**config.mk**
```make
export PLATFORM = sky130hd
export DESIGN_NAME = write_back
export DESIGN_NICKNAME = d
export VERILOG_FILES = /design/src/rtl/write_back.sv
export SDC_FILE = /design/constraint.sdc
export NUM_CORES = 2
export LEC_CHECK = 0
export BUFFER_PORTS_ARGS = -buffer_cell sky130_fd_sc_hd__buf_2
export CAP_MARGIN = 20
export CORE_UTILIZATION = 52
export DETAILED_ROUTE_END_ITERATION = 10
export GPL_ROUTABILITY_DRIVEN = 1
export PLACE_DENSITY_LB_ADDON = 0.15
export SYNTH_ARGS = -nofsm -noshare
export SYNTH_HDL_FRONTEND = slang
export SYNTH_SLANG_ARGS = --single-unit
```
**constraint.sdc**
```tcl
create_clock -name clk -period 2.3 [get_ports clk]
set_input_delay 0.23 -clock clk [delete_from_list [all_inputs] [get_ports clk]]
set_output_delay 0.23 -clock clk [all_outputs]
set_load 0.05 [all_outputs]
```
**src/rtl/write_back.sv**
```systemverilog
// Write-back stage: load extraction, 32x32 register file with bypassed reads,
// retired-instruction counter and misaligned/illegal load flag.
module write_back #(
    parameter int CNT_WIDTH = 32
) (
    input  logic                 clk,
    input  logic                 rst_n,
    input  logic [31:0]          instr_i,
    input  logic [31:0]          alu_result_i,
    input  logic [31:0]          data_i,
    input  logic                 stall_i,
    input  logic [4:0]           rs1_addr_i,
    input  logic [4:0]           rs2_addr_i,
    output logic [31:0]          rs1_data_o,
    output logic [31:0]          rs2_data_o,
    output logic                 rd_wen_o,
    output logic [4:0]           rd_addr_o,
    output logic [31:0]          rd_data_o,
    output logic                 misalign_o,
    output logic [CNT_WIDTH-1:0] retired_o
);

    localparam logic [6:0] OP_IMM = 7'b0010011;
    localparam logic [6:0] OP_REG = 7'b0110011;
    localparam logic [6:0] OP_LUI = 7'b0110111;
    localparam logic [6:0] OP_AUI = 7'b0010111;
    localparam logic [6:0] OP_JAL = 7'b1101111;
    localparam logic [6:0] OP_JLR = 7'b1100111;
    localparam logic [6:0] OP_LD  = 7'b0000011;

    logic [6:0]  opcode;
    logic [2:0]  funct3;
    logic [1:0]  off;
    logic [31:0] shifted;
    logic [7:0]  byte_v;
    logic [15:0] half_v;
    logic        is_alu;
    logic        is_load;
    logic        load_ok;
    logic [31:0] load_val;

    logic [31:0]          regs_q [32];
    logic                 misalign_q, misalign_d;
    logic [CNT_WIDTH-1:0] retired_q, retired_d;

    logic unused_bits;
    assign unused_bits = ^instr_i[31:15];

    assign opcode    = instr_i[6:0];
    assign funct3    = instr_i[14:12];
    assign off       = alu_result_i[1:0];
    assign rd_addr_o = instr_i[11:7];
    assign shifted   = data_i >> {off, 3'b000};
    assign byte_v    = shifted[7:0];
    assign half_v    = off[1] ? data_i[31:16] : data_i[15:0];

    always_comb begin
        is_alu  = 1'b0;
        is_load = 1'b0;
        case (opcode)
            OP_IMM, OP_REG, OP_LUI,
            OP_AUI, OP_JAL, OP_JLR: is_alu  = 1'b1;
            OP_LD:                  is_load = 1'b1;
            default: ;
        endcase
    end

    always_comb begin
        load_ok  = 1'b0;
        load_val = '0;
        case (funct3)
            3'b000: begin
                load_ok  = 1'b1;
                load_val = {{24{byte_v[7]}}, byte_v};
            end
            3'b100: begin
                load_ok  = 1'b1;
                load_val = {24'h0, byte_v};
            end
            3'b001: begin
                load_ok  = ~off[0];
                load_val = {{16{half_v[15]}}, half_v};
            end
            3'b101: begin
                load_ok  = ~off[0];
                load_val = {16'h0, half_v};
            end
            3'b010: begin
                load_ok  = (off == 2'b00);
                load_val = data_i;
            end
            default: ;
        endcase
    end

    always_comb begin
        rd_data_o = '0;
        if (is_alu) begin
            rd_data_o = alu_result_i;
        end else if (is_load && load_ok) begin
            rd_data_o = load_val;
        end
    end

    assign rd_wen_o = (is_alu || (is_load && load_ok))
                    && (rd_addr_o != 5'd0) && !stall_i;

    // Same-cycle bypass lets decode see the value being written this edge.
    assign rs1_data_o = (rs1_addr_i == 5'd0) ? 32'h0 :
                        (rd_wen_o && rs1_addr_i == rd_addr_o) ? rd_data_o :
                        regs_q[rs1_addr_i];
    assign rs2_data_o = (rs2_addr_i == 5'd0) ? 32'h0 :
                        (rd_wen_o && rs2_addr_i == rd_addr_o) ? rd_data_o :
                        regs_q[rs2_addr_i];

    always_comb begin
        misalign_d = is_load && !load_ok && !stall_i;
        retired_d  = retired_q;
        if (instr_i != 32'h0 && !stall_i) begin
            retired_d = retired_q + 1'b1;
        end
    end

    always_ff @(posedge clk or negedge rst_n) begin
        if (!rst_n) begin
            for (int i = 0; i < 32; i++) begin
                regs_q[i] <= '0;
            end
        end else if (rd_wen_o) begin
            regs_q[rd_addr_o] <= rd_data_o;
        end
    end

    always_ff @(posedge clk or negedge rst_n) begin
        if (!rst_n) begin
            misalign_q <= 1'b0;
            retired_q  <= '0;
        end else begin
            misalign_q <= misalign_d;
            retired_q  <= retired_d;
        end
    end

    assign misalign_o = misalign_q;
    assign retired_o  = retired_q;

endmodule

```
==> results.py <==
metrics = {
    "run_status": {
        "run_status": "finished, violations left",
        "violations": "DRC, setup timing",
    },
    "synthesis": {
        "async_reset_ff_share_pct": 100,
        "syn-num-nets": 4767,
        "yosys_warnings": 0,
        "syn_avg_cell_area_um2": 11.9,
        "synth_seq_cells": 1057,
        "synth_largest_area_cell": "dfrtp_1",
        "synth_ff_type": "dfrtp_1",
        "synth_cell_types": 62,
        "seq_area_frac_synth_pct": 47.6,
        "synth_top_cell_area_share_pct": 47.6,
        "synthCells": 4657,
        "netlist_area_um2": 55500,
        "netlist_top_cells_area": "dfrtp_1, mux4_2, mux2_2",
        "synth_edf_count": 0,
    },
    "sta": {
        "relSlewSlack_pct": 55.2,
        "tns_ps": -25570,
        "fmax_ghz": 0.349,
        "min_period_ps": 2860,
        "finalHoldViolations": 0,
        "timing.hold.ws_ps": 43.8,
        "finalWorstSetupSlack_ps": -561,
        "worst_pin_slew_ps": 672,
        "drv_slew": 0,
        "fin_skew_ps": 10.2,
        "rsz0062_at_grt": "true",
        "timing.final.crit_share_pct": 124,
        "setup_viol": 68,
    },
    "drt": {
        "wl_met1_um": 76300,
        "firstDrtPassIters": 9,
        "drc": 22,
        "wire_per_inst_um": 30.4,
        "top_layer": "met5",
        "routed_wl_um": 204000,
        "dr_wl_met3_um": 23800,
        "num_vias": 44600,
        "drt_iter0_drc": 4745,
        "ant_nets": 0,
        "vias_per_cell": 6.66,
        "met2_length_um": 93300,
    },
    "setup_path": {
        "cp.arrival_ps": 2630,
        "critPathTopFamily": "multiplexers",
        "rr_endpoint": "retired_o[31]",
        "worstSetupEndpointType": "primary output",
        "critical_path.slowest_cell": "mux4_2",
        "timing_worst_setup_path_type": "flop to primary output",
        "critPathBufInv": 2,
        "ff2ff_path_depth": 7,
        "startpoint_type": "flop",
        "slowest_delay_ps": 490,
        "cp.required_ps": 2070,
        "timing.rr.start": "retired_o[0]",
        "crit_chain": "mux4_2 -> mux2_4 -> o22ai_2 -> nor3_1 -> nand3_1 -> o211ai_1 -> buf_4 -> buf_12",
        "crit_fanout": 3,
        "reg2reg_slack_ps": 170,
    },
    "cts": {
        "cts_root_buffer": "clkbuf_16",
        "htree_levels": 3,
        "cts-buffers-inserted": 111,
        "clock_sinks": 1057,
        "cts_tree": "yes",
        "clk_pin_slew_worst_paths_ps": 60,
        "cts_buffer_depth": 3,
        "insertion_delay_ps": 690,
    },
    "power": {
        "irDropWorstVdd_uv": 670,
        "p_leak_nw": 31.5,
        "p_per_area_nw_per_um2": 607,
    },
    "floorplanning": {
        "core_area_um2": 106000,
        "die_h_um": 329,
        "ioPinCount": 244,
        "rows": 119,
        "initial_utilization_pct": 52.6,
        "fp.dieW_um": 329,
        "dieArea_um2": 108000,
    },
    "global_route": {
        "track_usage_pct": 38.2,
        "grt-ovfl-total": 0,
        "grt_pass1_wl_um": 301000,
        "grt_max_degree": 101,
        "grt_antenna_before_repair": 1,
        "first_global_vias": 45500,
    },
    "placed_design": {
        "place_congestion": 0.913,
        "io_buffers": 243,
        "hpwl_um": 136000,
    },
    "final_layout": {
        "nets": 5333,
        "fill_cells": 7573,
        "area_delta_synth_final_pct": 28.2,
        "utilization_pct": 67.4,
        "drive_above_1_share_pct": 43.0,
    },
    "worst_hold_path": {
        "hp-start": "instr_i[2]",
        "hold_path.class": "input pin to flop",
        "min_path_cells": 3,
        "hold_end": "misalign_o",
    },
    "run": {
        "maxCapViolations": 0,
    },
}
==> state kept, by name (all words and copies together), names as in the netlist <==
signal and count:
misalign_o 1, regs_q 1024, retired_o 32
==> logic make-up after synthesis <==
| family | after synthesis | synth area share, % |
|---|---|---|
| adder cells (fa/ha/maj) | 1 | 0.0225 |
| AND/OR/NAND/NOR | 1032 | 8.07 |
| AO/OA/AOI/OAI | 1076 | 11.0 |
| XOR/XNOR | 41 | 0.647 |
| flip-flops | 1057 | 47.6 |
| buffers and inverters | 555 | 4.08 |
| multiplexers | 895 | 28.5 |
==> cell type report <==
class                   instances  area, um^2  area share (%)
clock buffers                 161        3240            4.55
multi-input cells            3045       28800            40.4
well taps                    1391        1740            2.44
clock inverters                37         430           0.604
diodes                          1        2.50         0.00351
inverters                      42         248           0.348
repair buffers                966       10300            14.5
flip-flops and latches       1057       26500            37.2
==> stage by stage <==
step | setup WS (ps) | power, mW | cell area (um^2) | cells
6_report | -561 | 43.2 | 71200 | 6700
4_1_cts | -574 | 43.3 | 70900 | 6686
3_5_place_dp | -521 | 24.7 | 64700 | 6396
5_1_grt | -624 | 44.3 | 71200 | 6699
3_3_place_gp | -525 | 24.6 | 64700 | 6396
2_1_floorplan | -215 | 22.3 | 56900 | 4657
==> worst register-to-register path: cells and delay by family, from the launching register on <==
| kind | cells | cell delay [ps] |
|---|---|---|
| DFF | 1 | 360 |
| buffers and inverters | 1 | 120 |
| xor gates and xnor gates | 1 | 170 |
| and+or+nand+nor | 5 | 1420 |
==> how the worst max path moves through the flow <==
stage / slack, ps / start / to / cells past startpoint
after floorplan: -210 / instr_i[3] / rs1_data_o[30] / 6
after global placement: -530 / alu_result_i[1] / rd_data_o[4] / 10
after detailed placement: -520 / alu_result_i[1] / rd_data_o[4] / 10
after CTS: -570 / regs_q[6] / rs2_data_o[6] / 6
after global routing: -620 / regs_q[670] / rs1_data_o[30] / 8
final: -560 / regs_q[670] / rs1_data_o[30] / 8
==> synthesized netlist by cell type, types with 4 or more instances <==
library cell / count
dfrtp_1: 1057
nand2_1: 535
mux4_2: 508
o21ai_0: 412
clkbuf_1: 379
nor2_1: 309
mux2_2: 302
a21oi_1: 289
o22ai_1: 205
buf_2: 80
mux2i_1: 55
a22oi_1: 49
inv_1: 40
buf_1: 36
nand3_1: 33
or4_1: 33
mux2_4: 30
a211oi_1: 29
nor2b_1: 27
nor3_1: 23
o21a_1: 23
xor2_1: 23
o21ai_1: 20
xnor2_1: 18
buf_4: 14
a221o_1: 10
a221oi_1: 10
or2_2: 9
or3_1: 9
nand2b_1: 8
nor4_4: 8
a222oi_1: 7
nand3b_1: 7
nand4_1: 6
and2_1: 5
and3_1: 4
buf_6: 4
o221ai_1: 4
==> report_power, final <==
group | internal, mW | switching [mW] | total [mW]
registers | 18.9 | 0.253 | 19.1
logic | 2.31 | 3.40 | 5.70
clock network | 10.6 | 7.74 | 18.4
total | 31.8 | 11.4 | 43.2
==> per-layer routing <==
metal	vias up	GRT usage, %
met5	-	0
met4	2	16.7
met3	593	10.6
met2	2669	58.5
met1	22900	51.3
li1	18400	-
==> cells in the final DEF, fill, tap and decap left out, types with 12 or more instances in the layout <==
cell type / synthesis / layout
a211oi_2: 0 / 15
xnor2_1: 18 / 18
inv_1: 40 / 12
buf_2: 80 / 132
or4_4: 0 / 21
nand3_1: 33 / 29
nand2_1: 535 / 519
o21a_1: 23 / 12
a22oi_1: 49 / 31
buf_8: 0 / 29
o22ai_1: 205 / 126
nor2_1: 309 / 298
buf_12: 0 / 203
clkinvlp_4: 0 / 19
clkbuf_8: 0 / 24
buf_4: 14 / 483
mux2_4: 30 / 36
clkbuf_16: 0 / 116
nor2b_4: 0 / 13
nor3_1: 23 / 20
o22ai_2: 1 / 17
o21ai_0: 412 / 400
a21oi_1: 289 / 285
o21ai_1: 20 / 21
a22oi_2: 0 / 18
xor2_1: 23 / 23
buf_6: 4 / 102
mux2i_1: 55 / 48
mux2_2: 302 / 296
mux4_2: 508 / 508
clkbuf_1: 379 / 25
o22ai_4: 0 / 63
clkinv_2: 0 / 20
dfrtp_1: 1057 / 1048
==> timing repair <==
item,CTS,global route
gates cloned,9,3
setup endpoints to repair,95,368
setup buffers,86,26
pin swaps,142,61
hold endpoints to repair,468,0
hold buffers,3,0
gates resized for setup,453,55
(Power assumes the default switching activity.)
